**src/rtl/nearest_decimator_pkg.sv**
```systemverilog
// Shared definitions for the nearest-neighbour decimator: default widths and
// the selection encoding between the bracketing input samples.
package nearest_decimator_pkg;

  localparam int unsigned DEF_INW     = 28;
  localparam int unsigned DEF_CTRBITS = 32;

  typedef enum logic {
    SEL_PREV    = 1'b0,
    SEL_CURRENT = 1'b1
  } sel_e;

endpackage

```
**src/rtl/nearest_decimator_if.sv**
```systemverilog
// Sample-stream bundle for the decimator: input strobe/step/data towards the
// block and output strobe/data back from it.
interface nearest_decimator_if #(
  parameter int unsigned INW     = 28,
  parameter int unsigned CTRBITS = 32
);

  logic               i_ce;
  logic [CTRBITS-1:0] i_step;
  logic [INW-1:0]     i_data;
  logic               o_ce;
  logic [INW-1:0]     o_data;

  modport master (
    output i_ce, i_step, i_data,
    input  o_ce, o_data
  );

  modport slave (
    input  i_ce, i_step, i_data,
    output o_ce, o_data
  );

endinterface

```
**src/rtl/nearest_decimator_nn_phase_acc.sv**
```systemverilog
// Phase accumulator for the decimator: flags an output instant on overflow and
// decides whether the current or the previous sample lies nearer to it.
module nn_phase_acc
  import nearest_decimator_pkg::*;
#(
  parameter int unsigned CTRBITS = DEF_CTRBITS
) (
  input  logic               i_clk,
  input  logic               i_reset_n,
  input  logic               i_ce,
  input  logic [CTRBITS-1:0] i_step,
  output logic               o_carry,
  output logic               o_sel_current
);

  logic [CTRBITS-1:0] r_counter;
  logic [CTRBITS:0]   sum_w;
  logic [CTRBITS:0]   twice_res;

  always_comb begin
    sum_w     = {1'b0, r_counter} + {1'b0, i_step};
    // Residue doubled at full width so the tie compare never truncates.
    twice_res = {sum_w[CTRBITS-1:0], 1'b0};
    o_carry       = i_ce & sum_w[CTRBITS];
    o_sel_current = (twice_res <= {1'b0, i_step});
  end

  always_ff @(posedge i_clk or negedge i_reset_n) begin
    if (!i_reset_n) begin
      r_counter <= '0;
    end else if (i_ce) begin
      r_counter <= sum_w[CTRBITS-1:0];
    end
  end

endmodule

```
**src/rtl/nearest_decimator.sv**
```systemverilog
// Nearest-neighbour rate reducer: emits, at each accumulator overflow, whichever
// bracketing input sample lies closer to the true output instant.
module nearest_decimator
  import nearest_decimator_pkg::*;
#(
  parameter int unsigned INW     = DEF_INW,
  parameter int unsigned CTRBITS = DEF_CTRBITS
) (
  input  logic                 i_clk,
  input  logic                 i_reset_n,
  nearest_decimator_if.slave   bus
);

  logic           carry;
  logic           sel_current;
  sel_e           sel;
  logic [INW-1:0] r_prev;
  logic [INW-1:0] pick;

  nn_phase_acc #(
    .CTRBITS (CTRBITS)
  ) u_phase_acc (
    .i_clk         (i_clk),
    .i_reset_n     (i_reset_n),
    .i_ce          (bus.i_ce),
    .i_step        (bus.i_step),
    .o_carry       (carry),
    .o_sel_current (sel_current)
  );

  always_comb begin
    sel  = sel_current ? SEL_CURRENT : SEL_PREV;
    pick = (sel == SEL_CURRENT) ? bus.i_data : r_prev;
  end

  always_ff @(posedge i_clk or negedge i_reset_n) begin
    if (!i_reset_n) begin
      r_prev     <= '0;
      bus.o_ce   <= 1'b0;
      bus.o_data <= '0;
    end else begin
      bus.o_ce <= carry;
      if (carry) begin
        bus.o_data <= pick;
      end
      if (bus.i_ce) begin
        r_prev <= bus.i_data;
      end
    end
  end

endmodule

```
**src/flat_wrapper.sv**
```systemverilog
// flat-port wrapper written by rule: the top's interface ports become plain ports
module nearest_decimator_flat import nearest_decimator_pkg::*;
#(
  parameter int unsigned INW     = DEF_INW,
  parameter int unsigned CTRBITS = DEF_CTRBITS
)
  (i_clk, i_reset_n, bus_i_ce, bus_i_step, bus_i_data, bus_o_ce, bus_o_data);
  nearest_decimator_if #(.INW(INW), .CTRBITS(CTRBITS)) bus_i ();
  input  logic i_clk;
  input  logic i_reset_n;
  input wire logic [$bits(bus_i.i_ce)-1:0] bus_i_ce;
  input wire logic [$bits(bus_i.i_step)-1:0] bus_i_step;
  input wire logic [$bits(bus_i.i_data)-1:0] bus_i_data;
  output wire logic [$bits(bus_i.o_ce)-1:0] bus_o_ce;
  output wire logic [$bits(bus_i.o_data)-1:0] bus_o_data;
  assign bus_i.i_ce = bus_i_ce;
  assign bus_i.i_step = bus_i_step;
  assign bus_i.i_data = bus_i_data;
  assign bus_o_ce = bus_i.o_ce;
  assign bus_o_data = bus_i.o_data;
  nearest_decimator #(.INW(INW), .CTRBITS(CTRBITS)) u_core (.i_clk(i_clk), .i_reset_n(i_reset_n), .bus(bus_i));
endmodule
```
**config.mk**
```make
export PLATFORM = sky130hd
export DESIGN_NAME = nearest_decimator_flat
export DESIGN_NICKNAME = d
export VERILOG_FILES = /design/src/rtl/nearest_decimator_pkg.sv /design/src/rtl/nearest_decimator_if.sv /design/src/rtl/nearest_decimator_nn_phase_acc.sv /design/src/rtl/nearest_decimator.sv /design/src/flat_wrapper.sv
export SDC_FILE = /design/constraint.sdc
export NUM_CORES = 1
export LEC_CHECK = 0
export ABC_AREA = 1
export CAP_MARGIN = 5
export CORE_MARGIN = 2
export CORE_UTILIZATION = 44
export CTS_BUF_LIST = sky130_fd_sc_hd__clkbuf_4 sky130_fd_sc_hd__clkbuf_8 sky130_fd_sc_hd__clkbuf_16
export DETAILED_ROUTE_END_ITERATION = 7
export PLACE_DENSITY_LB_ADDON = 0.15
export SYNTH_ARGS = -nofsm -noshare
export SYNTH_HDL_FRONTEND = slang
export SYNTH_SLANG_ARGS = --single-unit
```
**constraint.sdc**
```tcl
create_clock -name i_clk -period 4.2 [get_ports i_clk]
set_input_delay 0.84 -clock i_clk [delete_from_list [all_inputs] [get_ports i_clk]]
set_output_delay 0.84 -clock i_clk [all_outputs]
set_load 0.02 [all_outputs]
```
==> metrics.md, run 1 <==
| Metric | Value |
|---|---|
| Net load switching power | about 0.0041 W |
| Sequential share of power | 15.3% |
| Site Rows | between 40 and 50 |
| Yosys cell types | 39 |
| Total via count after detailed routing | ~6,600 |
| Cts bufs inserted | 9 |
| PortBufs | about 90 |
| Arr. time, crit path | 4.36 ns |
| Most instantiated flip-flop cell in the synthesis netlist | dfrtp_1 |
| Cell Area, Synth | roughly 6400 um^2 |
| Detail Placement HPWL | ~13,000 um |
| Mux cell area share after synthesis | 0% |
| Count of maximum capacitance violations | 0 |
| Share of the clock period used by the worst path after layout | ~97% |
| Detail-routed via count per cell | between 4 and 5 |
| # nets final | between 1,000 and 1,500 |
| Global-route usage over all layers | 23.9% |
| Area share of and/or/nand/nor cells after synthesis | between 20% and 30% |
| XOR/XNOR share of the synthesized area | under 10% |
| Worst reg-to-reg path cell count | 22 |
| Final Hold Violating Endpoints | 0 |
| Internal | just over 0.005 W |
| Horiz. Die Dim | roughly 120 um |
| Final Max Tran Viols | 0 |
| Share of cells above drive strength 1 | between 20% and 30% |
| Total Die Area | 15,400 um^2 |
| Clock period minus worst slack | approximately 4.1 ns |
| Clock transition at the registers of the reported paths | about 0.080 ns |
| CTS tree | yes |
| Kind of launch point of the worst setup path | input port |
| Maximum number of pins on one net before global-route repair | 57 |
| Num ports | 92 |
| Root buffer selected by CTS | clkbuf_16 |
| Total Negative Setup Slacks | 0 ns |
| Headroom to the max-slew limit | 59.1% |
| Signed area change from the synthesized netlist to the final layout | 54.5% |
| Critical path capture point type | register |
| Final weighted congestion in routability-driven placement | 0.941 |
| Sequential share of the synthesized area | 35.0% |
| Dominant combinational cell family by area after synthesis | simple AND/OR/NAND/NOR gates |
| Fraction of power consumed by the clock network | 8.9% |
| Clock tree skew after final layout | ~0.0090 ns |
| Worst-Skew Late Latency | between 0.3 and 0.4 ns |
| Antenna violations before repair | 0 |
| Maximum level of the CTS H-tree | 3 |
| Antenna viol nets, final | 0 |
| Floorplan Core Area | 14,000 um^2 |
| Via count of the first global-routing pass | roughly 6,300 |
| Instance count of the mapped netlist | 890 |
| Global route overflow | 0 |
| Dpl cell area | ~8600 um^2 |
| Switching power share of the total | 44.8% |
| Top fanout value on the critical path | 6 |
| Peak supply drop | roughly 0.00045 V |
| WS Path Type | input port to register |
| Min-Delay Path Class | input port to asynchronous set/reset pin |
| Drc violations | 0 |
| Initial core utilization | a little under half |
| Peak clock frequency supported by timing | 0.246 GHz |
| Share of flip-flops with an asynchronous set or reset | 100% |
| YS warnings | 0 |
| Overall die height | 124 um |
| Actual transition at the worst max-transition pin | 0.613 ns |
| Sinks on Clock Net | 89 |
| Post-synthesis compound-gate area fraction | between 10% and 20% |
| Finished layout cell area | a little under 10,000 um^2 |
| Number of synthesized flops with an enable pin | 0 |
| Post-synthesis share of cell area spent on full adders, half adders and majority gates | between 10% and 20% |
| Number of storage elements in the synthesis netlist | a little under 90 |
| Combinational Power Share | 75.8% |
| Leakage power | slightly above 5 nW |
| Ratio of total power to cell area | about 930 nW/um^2 |
| Buffer depth of the longest clock path | 2 |
| Required time of the critical path | 4.49 ns |
| Average cell area after synthesis | slightly above 7 um^2 |
| Number of inserted diodes | 0 |
| Share of the core filled with cells in the final layout | between 70 and 80% |
| Number of fill cells in the layout | between 1,000 and 1,500 |
| Endpoints failing setup | 0 |
| Starting DRT DRC Count | between 300 and 400 |
| Detailed Routing Iterations Pass 1 | 6 |
| Wire length per cell | 14.6 um |
| Final hold slack | 0.383 ns |
| Run status | complete, no violations |
| Syn Nets | approximately 1,000 |
| Setup slack of the most critical reg-to-reg path | a little under 0.4 ns |
| Global-route wire length before repair | around 30,000 um |
| Hold-fix buffer count after cts | 0 |
| Sum of routed wire length over all layers | 19,400 um |
-- synthesized netlist by cell type, types with 2 or more instances --
master	number	area share (%)
a211oi_1	2	0.24
a21oi_2	2	0.28
xnor2_1	11	1.5
xor2_1	17	2.3
buf_4	4	0.47
o21ai_1	4	0.31
dfrtp_1	89	35
clkbuf_1	11	0.65
a21o_1	2	0.24
a21oi_1	46	3.6
nor3_1	6	0.47
nand3_1	69	5.4
o21a_1	4	0.47
o21ai_0	56	4.4
o211ai_1	3	0.35
o21bai_1	2	0.24
a31oi_1	5	0.49
nor2_1	40	2.4
buf_1	2	0.12
ha_1	63	12
nor4_1	2	0.20
buf_2	8	0.63
nand2_2	2	0.20
a21boi_0	3	0.35
nand2_1	285	17
inv_1	134	7.9
a221oi_1	2	0.28
nand4_1	5	0.49
-- stage by stage --
stage	worst slack [ns]	total power (W)	cells
6_report	0.130	0.00916	1326
5_1_grt	-0.108	0.00987	1326
4_1_cts	0.000463	0.00829	1318
3_5_place_dp	-0.802	0.00681	1289
3_3_place_gp	-0.793	0.00671	1289
2_1_floorplan	0.00119	0.00425	890
-- worst paths after layout --
check                                                start                         endpoint
max                                         bus_i_step[27]            u_core.bus.o_data[20]
min                                              i_reset_n  u_core.u_phase_acc.r_counter[8]
max reg2reg                u_core.u_phase_acc.r_counter[6]            u_core.bus.o_data[20]
min reg2reg                           u_core.bus.o_data[0]             u_core.bus.o_data[0]
max in group asynchronous                        i_reset_n  u_core.u_phase_acc.r_counter[1]
min in group i_clk                    u_core.bus.o_data[0]             u_core.bus.o_data[0]
-- layout make-up --
type                    instances  area, um^2  area share (%)
flip-flops and latches         89        2230            22.6
clock inverters                 7        68.8           0.700
inverters                     136         510            5.19
well taps                     180         225            2.29
repair buffers                266        2360            24.0
multi-input cells             639        4220            42.9
clock buffers                   9         225            2.29
-- cells by family after synthesis --
kind of cell	after synthesis
AOI/OAI and AO/OA	133
xor gates and xnor gates	29
adders and majority gates	64
buffers and inverters	162
DFF	89
and+or+nand+nor	413
-- power groups by stage --
stage | logic [W] | clock network, W | registers, W
6_report | 0.00694 | 0.000814 | 0.00140
3_3_place_gp | 0.00536 | 0 | 0.00135
3_5_place_dp | 0.00545 | 0 | 0.00136
2_1_floorplan | 0.00278 | 0 | 0.00148
4_1_cts | 0.00612 | 0.000821 | 0.00136
5_1_grt | 0.00757 | 0.000859 | 0.00144
-- registers in the layout, summed over array words and instances, names as in the netlist --
signal / cells
u_core.bus.o_ce: 1
u_core.bus.o_data: 28
u_core.r_prev: 28
u_core.u_phase_acc.r_counter: 32
-- per-layer routing --
layer	wire, um	up-vias	track usage, %
li1	-	3343	-
met1	9010	3110	32.4
met2	9480	135	40.9
met3	623	23	2.88
met4	307	0	5.68
met5	0	-	0
-- critical path, cell delays in order --
cell and delay, ns:
clkdlybuf4s50_1 0.48, ha_1 0.46, nand2_1 0.12, o21ai_0 0.38, o21bai_1 0.21, a21oi_2 0.07, xnor2_2 0.15, ha_1 0.28
nand2_1 0.04, inv_1 0.07, nand4_1 0.09, nor4_1 0.28, nand3_1 0.23, nand2_8 0.18, nand2_8 0.10, clkbuf_16 0.19
nand2_1 0.05, nand3_1 0.07, nand2_1 0.06
-- layout by cell type (no fill, tap or decap), drive strengths merged, types with 18 or more instances in the layout --
cell / n
dfrtp: 89
a21oi: 48
buf: 175
xor2: 18
o21ai: 60
clkdlybuf4s50: 65
nand3: 70
inv: 139
nand2: 287
nor2: 40
ha: 63
-- timing repair --
item,4_1_cts,5_1_grt
setup endpoints to repair,28,28
gates resized for setup,51,135
buffers inserted,11,7
cloned,2,2
pin swaps,18,66
Note: power is estimated with default switching activity, not from simulation.
==> run 2, diff against run 1 <==
--- a/config.mk
+++ b/config.mk
@@ -11,7 +11,9 @@
 export CORE_UTILIZATION = 44
 export CTS_BUF_LIST = sky130_fd_sc_hd__clkbuf_4 sky130_fd_sc_hd__clkbuf_8 sky130_fd_sc_hd__clkbuf_16
 export DETAILED_ROUTE_END_ITERATION = 7
+export MAX_ROUTING_LAYER = met4
 export PLACE_DENSITY_LB_ADDON = 0.15
+export SLEW_MARGIN = 10
 export SYNTH_ARGS = -nofsm -noshare
 export SYNTH_HDL_FRONTEND = slang
 export SYNTH_SLANG_ARGS = --single-unit
==> metrics.md, run 2 (same netlist as run 1, synthesis figures left out) <==
| Metric | Value |
|---|---|
| Run status | complete, no violations (unchanged) |
| Num ports | 92 (unchanged) |
| Global route overflow | 0 (unchanged) |
| Cts bufs inserted | 9 (unchanged) |
| Site Rows | 43 (unchanged) |
| Global-route usage over all layers | 24.4% (was 23.9%) |
| Total placed cells including tap cells | 1,286 (was 1,289) |
| Detail-routed via count per cell | 4.99 (about the same) |
| Wire length per cell | 14.3 um (was 14.6 um) |
| Critical path capture point type | register (unchanged) |
| Detail Placement HPWL | 13,300 um (was 13,400 um) |
| Starting DRT DRC Count | 401 (was 386) |
| Fin cells | 1,330 (was 1,326) |
| Largest registers in the final layout | u_core.u_phase_acc.r_counter: 32 flops, u_core.bus.o_data: 28 flops, u_core.r_prev: 28 flops (unchanged) |
| Combined area of the multi-input logic cells | 4270 um^2 (was 4220 um^2) |
| Final Hold Violating Endpoints | 0 (unchanged) |
| Count of maximum capacitance violations | 0 (unchanged) |
| Fraction of power consumed by the clock network | 9.0% (was 8.9%) |
| Number of inserted diodes | 0 (unchanged) |
| Final Max Tran Viols | 0 (unchanged) |
| Maximum level of the CTS H-tree | 3 (unchanged) |
| Total power | 0.00914 W (was 0.00916 W) |
| Drc violations | 0 (unchanged) |
| Antenna viol nets, final | 0 (unchanged) |
| Sinks on Clock Net | 89 (unchanged) |
| Initial core utilization | 45.5% (unchanged) |
| Peak clock frequency supported by timing | 0.246 GHz (about the same) |
| Required time of the critical path | 4.50 ns (was 4.49 ns) |
| Top library cells by usage in the layout, fill and taps aside | 263 x nand2_1, 172 x buf_4, 132 x inv_1 (was 271 x nand2_1, 165 x buf_4, 133 x inv_1) |
| Share of cells above drive strength 1 | 28.7% (was 27.6%) |
| Slowest cell delay on critical path | 0.32 ns (was 0.48 ns) |
| Leakage power | 5.23 nW (was 5.20 nW) |
| Sequential share of power | 15.4% (was 15.3%) |
| Overall die height | 124 um (unchanged) |
| Total Die Area | 15,400 um^2 (unchanged) |
| Signed area change from the synthesized netlist to the final layout | 55.4% (was 54.5%) |
| Worst-Skew Late Latency | 0.36 ns (was 0.35 ns) |
| Endpoints failing setup | 0 (unchanged) |
| Slowest cell on crit path | ha_1 (was clkdlybuf4s50_1) |
| Biggest register | u_core.u_phase_acc.r_counter (unchanged) |
| Actual transition at the worst max-transition pin | 0.624 ns (was 0.613 ns) |
| CTS tree | yes (unchanged) |
| Maximum number of pins on one net before global-route repair | 62 (was 57) |
| Sum of routed wire length over all layers | 19,100 um (was 19,400 um) |
| Kind of launch point of the worst setup path | input port (unchanged) |
| Hold-fix buffer count after cts | 0 (unchanged) |
| Via count of the first global-routing pass | 6,330 (was 6,342) |
| Headroom to the max-slew limit | 58.4% (was 59.1%) |
| Arr. time, crit path | 4.36 ns (about the same) |
| Combinational Power Share | 75.7% (was 75.8%) |
| PortBufs | 91 (unchanged) |
| Clock tree skew after final layout | 0.00992 ns (was 0.00900 ns) |
| Global-route wire length before repair | 30,100 um (was 30,300 um) |
| Total via count after detailed routing | 6,635 (was 6,611) |
| Top fanout value on the critical path | 5 (was 6) |
| Flip-flop and latch area | 2230 um^2 (unchanged) |
| Buffer depth of the longest clock path | 2 (unchanged) |
| Clock period minus worst slack | 4.06 ns (was 4.07 ns) |
| Share of the clock period used by the worst path after layout | 96.7% (was 96.9%) |
| Root buffer selected by CTS | clkbuf_16 (unchanged) |
| WS Path Type | input port to register (unchanged) |
| Peak supply drop | 0.000442 V (was 0.000453 V) |
| CP most frequent cell | nand2_1 (unchanged) |
| Most frequent standard cell in the layout excluding fill and tap cells | nand2_1 (unchanged) |
| Clock transition at the registers of the reported paths | 0.08 ns (about the same) |
| Floorplan Core Area | 14,000 um^2 (unchanged) |
| Final weighted congestion in routability-driven placement | 0.979 (was 0.941) |
| Flip-flop count of the largest register after layout | 32 (unchanged) |
| Switching power share of the total | 44.2% (was 44.8%) |
| Internal | 0.00510 W (was 0.00505 W) |
| Ratio of total power to cell area | 924 nW/um^2 (was 931 nW/um^2) |
| Detailed Routing Iterations Pass 1 | 5 (was 6) |
| Net load switching power | 0.00404 W (was 0.00410 W) |
| # nets final | 1,272 (was 1,268) |
| Horiz. Die Dim | 124 um (unchanged) |
| Antenna violations before repair | 0 (unchanged) |
| Number of fill cells in the layout | 1,125 (was 1,140) |
| Min-Delay Path Class | input port to asynchronous set/reset pin (unchanged) |
-- run 2: cell count changes in the layout (fill, tap and decap cells not counted), sizes merged --
cell           before  now
bufbuf              0    1
dlygate4sd2         0    1
clkdlybuf4s50      65   64
clkdlybuf4s15       1    2
clkinvlp            2    1
clkinv              2    4
buf               175  181
clkbuf             17   13
inv               139  138
-- run 2: metal layers --
metal / GRT usage, % / share of wire [%] / up-vias
li1: - / - / 3358
met1: 31.9 / 46 / 3123
met2: 40.3 / 49 / 137
met3: 3.95 / 3.9 / 17
met4: 4.69 / 0.92 / 0
met5: - / 0 / -
-- run 2: what timing repair did --
action,in CTS,in global routing
buffers inserted,11,15
gates cloned,2,0
endpoints found under the setup margin,28,28
gates resized for setup,50,153
pin swaps,16,76
-- run 2: final timing paths --
path	slack, ns	startpoint	to	cells after the start
setup / recovery	0.14	bus_i_step[2]	u_core.bus.o_data[10]	31
hold / removal	0.37	i_reset_n	u_core.u_phase_acc.r_counter[8]	1
setup reg to reg	0.32	u_core.u_phase_acc.r_counter[2]	u_core.bus.o_data[10]	30
hold reg to reg	0.47	u_core.bus.o_data[9]	u_core.bus.o_data[9]	2
max in group asynchronous	3.02	i_reset_n	u_core.r_prev[6]	2
min in group i_clk	0.47	u_core.bus.o_data[9]	u_core.bus.o_data[9]	2
-- run 2: metrics by stage --
stage                     cell area (um^2)  worst slack, ns  setup TNS [ns]  hold slack, ns  utilization [%]
final                                 9890            0.139               0           0.369             70.7
after global placement                8540           -0.832          -22.73           0.465             61.0
after CTS                             9170          0.00204               0           0.380             65.6
after global routing                  9890           -0.104           -1.99           0.397             70.7
after floorplan                       6370          0.00119               0           0.446                -
after detailed placement              8540           -0.879          -23.86           0.467             61.0
-- run 2: worst max-delay path: cells and delay by family --
family	cells	cell delay [ns]
AO/OA/AOI/OAI	4	0.40
buffers and inverters	8	0.97
XOR/XNOR	1	0.14
adder cells (fa/ha/maj)	2	0.61
AND/OR/NAND/NOR	16	1.38
-- run 2: final cells by class --
type,count,share of cell area [%]
Multi-Input combinational cell,639,43.2
Timing Repair Buffer,270,23.9
Sequential cell,89,22.5
Inverter,136,5.16
Clock buffer,9,2.28
Tap cell,180,2.28
Clock inverter,7,0.708
-- run 2: power by group through the flow --
| stage | clock network (W) | registers (W) | logic [W] |
|---|---|---|---|
| floorplan | 0 | 0.00148 | 0.00278 |
| global placement | 0 | 0.00135 | 0.00531 |
| detailed placement | 0 | 0.00136 | 0.00539 |
| CTS | 0.000838 | 0.00136 | 0.00598 |
| global route | 0.000875 | 0.00144 | 0.00755 |
| finish | 0.000820 | 0.00140 | 0.00692 |
==> run 3, diff against run 2 <==
--- a/config.mk
+++ b/config.mk
@@ -9,11 +9,12 @@
 export CAP_MARGIN = 5
 export CORE_MARGIN = 2
 export CORE_UTILIZATION = 44
-export CTS_BUF_LIST = sky130_fd_sc_hd__clkbuf_4 sky130_fd_sc_hd__clkbuf_8 sky130_fd_sc_hd__clkbuf_16
+export CTS_BUF_LIST = sky130_fd_sc_hd__clkbuf_8
 export DETAILED_ROUTE_END_ITERATION = 7
 export MAX_ROUTING_LAYER = met4
 export PLACE_DENSITY_LB_ADDON = 0.15
 export SLEW_MARGIN = 10
 export SYNTH_ARGS = -nofsm -noshare
 export SYNTH_HDL_FRONTEND = slang
+export SYNTH_HIERARCHICAL = 1
 export SYNTH_SLANG_ARGS = --single-unit
==> metrics.md, run 3 <==
| Metric | Value |
|---|---|
| Kind of launch point of the worst setup path | input port (unchanged) |
| Count of maximum capacitance violations | 0 (unchanged) |
| Root buffer selected by CTS | clkbuf_8 (was clkbuf_16) |
| Final Max Tran Viols | 0 (unchanged) |
| YS warnings | 6 (was 0) |
| Detail-routed via count per cell | 4.91 (was 4.99) |
| Top library cells by usage in the layout, fill and taps aside | 274 x nand2_1, 156 x buf_4, 133 x inv_1 (was 263 x nand2_1, 172 x buf_4, 132 x inv_1) |
| Final hold slack | 0.469 ns (was 0.369 ns) |
| Hold-fix buffer count after cts | 0 (unchanged) |
| Share of cells above drive strength 1 | 35.1% (was 28.7%) |
| Required time of the critical path | 4.54 ns (was 4.50 ns) |
| Switching power share of the total | 45.5% (was 44.2%) |
| Cell Area, Synth | 6810 um^2 (was 6370 um^2) |
| Most frequent cells after synthesis | 286 x nand2_1, 140 x inv_1, 89 x dfrtp_1 (was 285 x nand2_1, 134 x inv_1, 89 x dfrtp_1) |
| Via count of the first global-routing pass | 6,329 (was 6,330) |
| Total power | 0.00884 W (was 0.00914 W) |
| Maximum number of pins on one net before global-route repair | 88 (was 62) |
| Number of synthesized flops with an enable pin | 0 (unchanged) |
| Run status | complete, no violations (unchanged) |
| Largest registers in the final layout | u_core/u_phase_acc/r_counter: 32 flops, u_core/bus.o_data: 28 flops, u_core/r_prev: 28 flops (was u_core.u_phase_acc.r_counter: 32 flops, u_core.bus.o_data: 28 flops, u_core.r_prev: 28 flops) |
| Post-synthesis cell type with the largest combined area | dfrtp_1 (unchanged) |
| Num ports | 92 (unchanged) |
| Clock tree skew after final layout | 0.0152 ns (was 0.00992 ns) |
| Signed area change from the synthesized netlist to the final layout | 49.8% (was 55.4%) |
| Largest cells by area after synthesis | dfrtp_1 33%, nand2_1 16%, ha_1 12% (was dfrtp_1 35%, nand2_1 17%, ha_1 12%) |
| Endpoints failing setup | 0 (unchanged) |
| Overall die height | 128 um (was 124 um) |
| Global-route wire length before repair | 30,500 um (was 30,100 um) |
| Top fanout value on the critical path | 6 (was 5) |
| CTS tree | yes (unchanged) |
| Sum of routed wire length over all layers | 19,300 um (was 19,100 um) |
| Cts bufs inserted | 9 (unchanged) |
| Site Rows | 45 (was 43) |
| Drc violations | 0 (unchanged) |
| Fraction of power consumed by the clock network | 7.0% (was 9.0%) |
| Number of storage elements in the synthesis netlist | 89 (unchanged) |
| Sequential share of power | 16.0% (was 15.4%) |
| Wire length per cell | 14.3 um (about the same) |
| Total via count after detailed routing | 6,637 (was 6,635) |
| Antenna violations before repair | 0 (unchanged) |
| Yosys cell types | 45 (was 39) |
| PortBufs | 91 (unchanged) |
| Total placed cells including tap cells | 1,313 (was 1,286) |
| Clock period minus worst slack | 4.09 ns (was 4.06 ns) |
| Peak clock frequency supported by timing | 0.245 GHz (was 0.246 GHz) |
| Area share of the leading cell type in the synthesized netlist | 32.7% (was 35.0%) |
| Fin cells | 1,353 (was 1,330) |
| Average cell area after synthesis | 7.42 um^2 (was 7.15 um^2) |
| Flip-flop count of the largest register after layout | 32 (unchanged) |
| Most frequent standard cell in the layout excluding fill and tap cells | nand2_1 (unchanged) |
| Clock transition at the registers of the reported paths | 0.11 ns (was 0.08 ns) |
| Arr. time, crit path | 4.43 ns (was 4.36 ns) |
| Slack of the critical path | 0.112 ns (was 0.139 ns) |
| Dominant delay contributor by cell family on the critical path | simple AND/OR/NAND/NOR gates (unchanged) |
| Crit path buffers/inverters | 7 (was 8) |
| Combinational Power Share | 77.0% (was 75.7%) |
| Worst-Skew Late Latency | 0.40 ns (was 0.36 ns) |
| Critical path capture point type | register (unchanged) |
| Floorplan Core Area | 15,100 um^2 (was 14,000 um^2) |
| Slowest cell on crit path | fa_2 (was ha_1) |
| Min-Delay Path Class | input port to asynchronous set/reset pin (unchanged) |
| Final weighted congestion in routability-driven placement | 0.972 (was 0.979) |
| Share of the clock period used by the worst path after layout | 97.3% (was 96.7%) |
| Net load switching power | 0.00402 W (was 0.00404 W) |
| Sinks on Clock Net | 89 (unchanged) |
| Number of inserted diodes | 0 (unchanged) |
| Internal | 0.00481 W (was 0.00510 W) |
| Biggest register | u_core/u_phase_acc/r_counter (was u_core.u_phase_acc.r_counter) |
| Total Negative Setup Slacks | 0 ns (unchanged) |
| Slowest cell delay on critical path | 0.35 ns (was 0.32 ns) |
| Buffer depth of the longest clock path | 2 (unchanged) |
| Detailed Routing Iterations Pass 1 | 5 (unchanged) |
| Detail Placement HPWL | 13,200 um (was 13,300 um) |
| Starting DRT DRC Count | 378 (was 401) |
| Most frequent cell after synthesis | nand2_1 (unchanged) |
| Global-route usage over all layers | 24.0% (was 24.4%) |
| Antenna viol nets, final | 0 (unchanged) |
| Horiz. Die Dim | 128 um (was 124 um) |
| Post-Place Setup Slack | -0.720 ns (was -0.879 ns) |
| Actual transition at the worst max-transition pin | 0.927 ns (was 0.624 ns) |
| Ratio of total power to cell area | 866 nW/um^2 (was 924 nW/um^2) |
| Syn Nets | 1,044 (was 1,017) |
| WS Path Type | input port to register (unchanged) |
| Final Hold Violating Endpoints | 0 (unchanged) |
| Leakage power | 5.30 nW (was 5.23 nW) |
| Global route overflow | 0 (unchanged) |
| Share of flip-flops with an asynchronous set or reset | 100% (unchanged) |
| Most instantiated flip-flop cell in the synthesis netlist | dfrtp_1 (unchanged) |
| Instance count of the mapped netlist | 917 (was 890) |
| CP most frequent cell | nand2_1 (unchanged) |
| Headroom to the max-slew limit | 38.2% (was 58.4%) |
| # nets final | 1,287 (was 1,272) |
| Initial core utilization | 44.9% (was 45.5%) |
| Peak supply drop | 0.000428 V (was 0.000442 V) |
| Sequential share of the synthesized area | 32.7% (was 35.0%) |
| Maximum level of the CTS H-tree | 3 (unchanged) |
| Total Die Area | 16,500 um^2 (was 15,400 um^2) |
run 3: path summary, 6_finish.rpt:
kind | from | end | slack (ns) | cells after the start
min | i_reset_n | u_core/u_phase_acc/r_counter[13] | 0.47 | 1
min in group i_clk | u_core/bus.o_data[18] | u_core/bus.o_data[18] | 0.49 | 2
max | bus_i_step[0] | u_core/bus.o_data[22] | 0.11 | 36
min reg2reg | u_core/bus.o_data[18] | u_core/bus.o_data[18] | 0.49 | 2
max reg2reg | u_core/u_phase_acc/r_counter[0] | u_core/bus.o_data[22] | 0.25 | 35
max in group asynchronous | i_reset_n | u_core/r_prev[14] | 2.93 | 2
run 3: timing repair:
| action | CTS | global route |
|---|---|---|
| buffers inserted | 10 | 12 |
| cloned | 2 | 0 |
| endpoints found under the setup margin | 28 | 28 |
| pin swaps | 34 | 60 |
| resized for setup | 71 | 134 |
run 3: through the flow:
| step | utilization (%) | cell area, um^2 |
|---|---|---|
| 2_1_floorplan | - | 6810 |
| 3_3_place_gp | 58.5 | 8860 |
| 3_5_place_dp | 58.5 | 8860 |
| 4_1_cts | 63.0 | 9550 |
| 5_1_grt | 67.4 | 10200 |
| 6_report | 67.4 | 10200 |
run 3: layout make-up:
cell class	count	area, um^2
flip-flops and latches	89	2230
multi-input cells	662	4750
well taps	188	235
clock buffers	9	124
clock inverters	7	71.3
inverters	144	543
fillers	1257	4940
repair buffers	254	2250
run 3: cells by family (layout without fill, tap and decap cells):
family	count (synthesis)	count (layout)	synth area share, %
and+or+nand+nor	449	449	30.0
adders and majority gates	64	64	11.9
xor gates and xnor gates	23	23	3.07
AOI/OAI and AO/OA	126	126	11.5
buffers and inverters	166	414	10.8
DFF	89	89	32.7
run 3: layer usage:
layer  track usage (%)  vias to the layer above  share of wire [%]  routed length, um
met4              6.08                        0                1.2                233
met5                 -                        -                  0                  0
li1                  -                     3370                  -                  -
met3              2.99                       16                3.5                677
met1              31.9                     3136                 47               9040
met2              39.1                      115                 49               9380
run 3: power groups by stage:
stage	clock network, W	logic (W)	registers, W
3_3_place_gp	0	0.00527	0.00136
5_1_grt	0.000670	0.00744	0.00144
4_1_cts	0.000636	0.00604	0.00138
3_5_place_dp	0	0.00533	0.00136
6_report	0.000622	0.00680	0.00141
2_1_floorplan	0	0.00307	0.00148
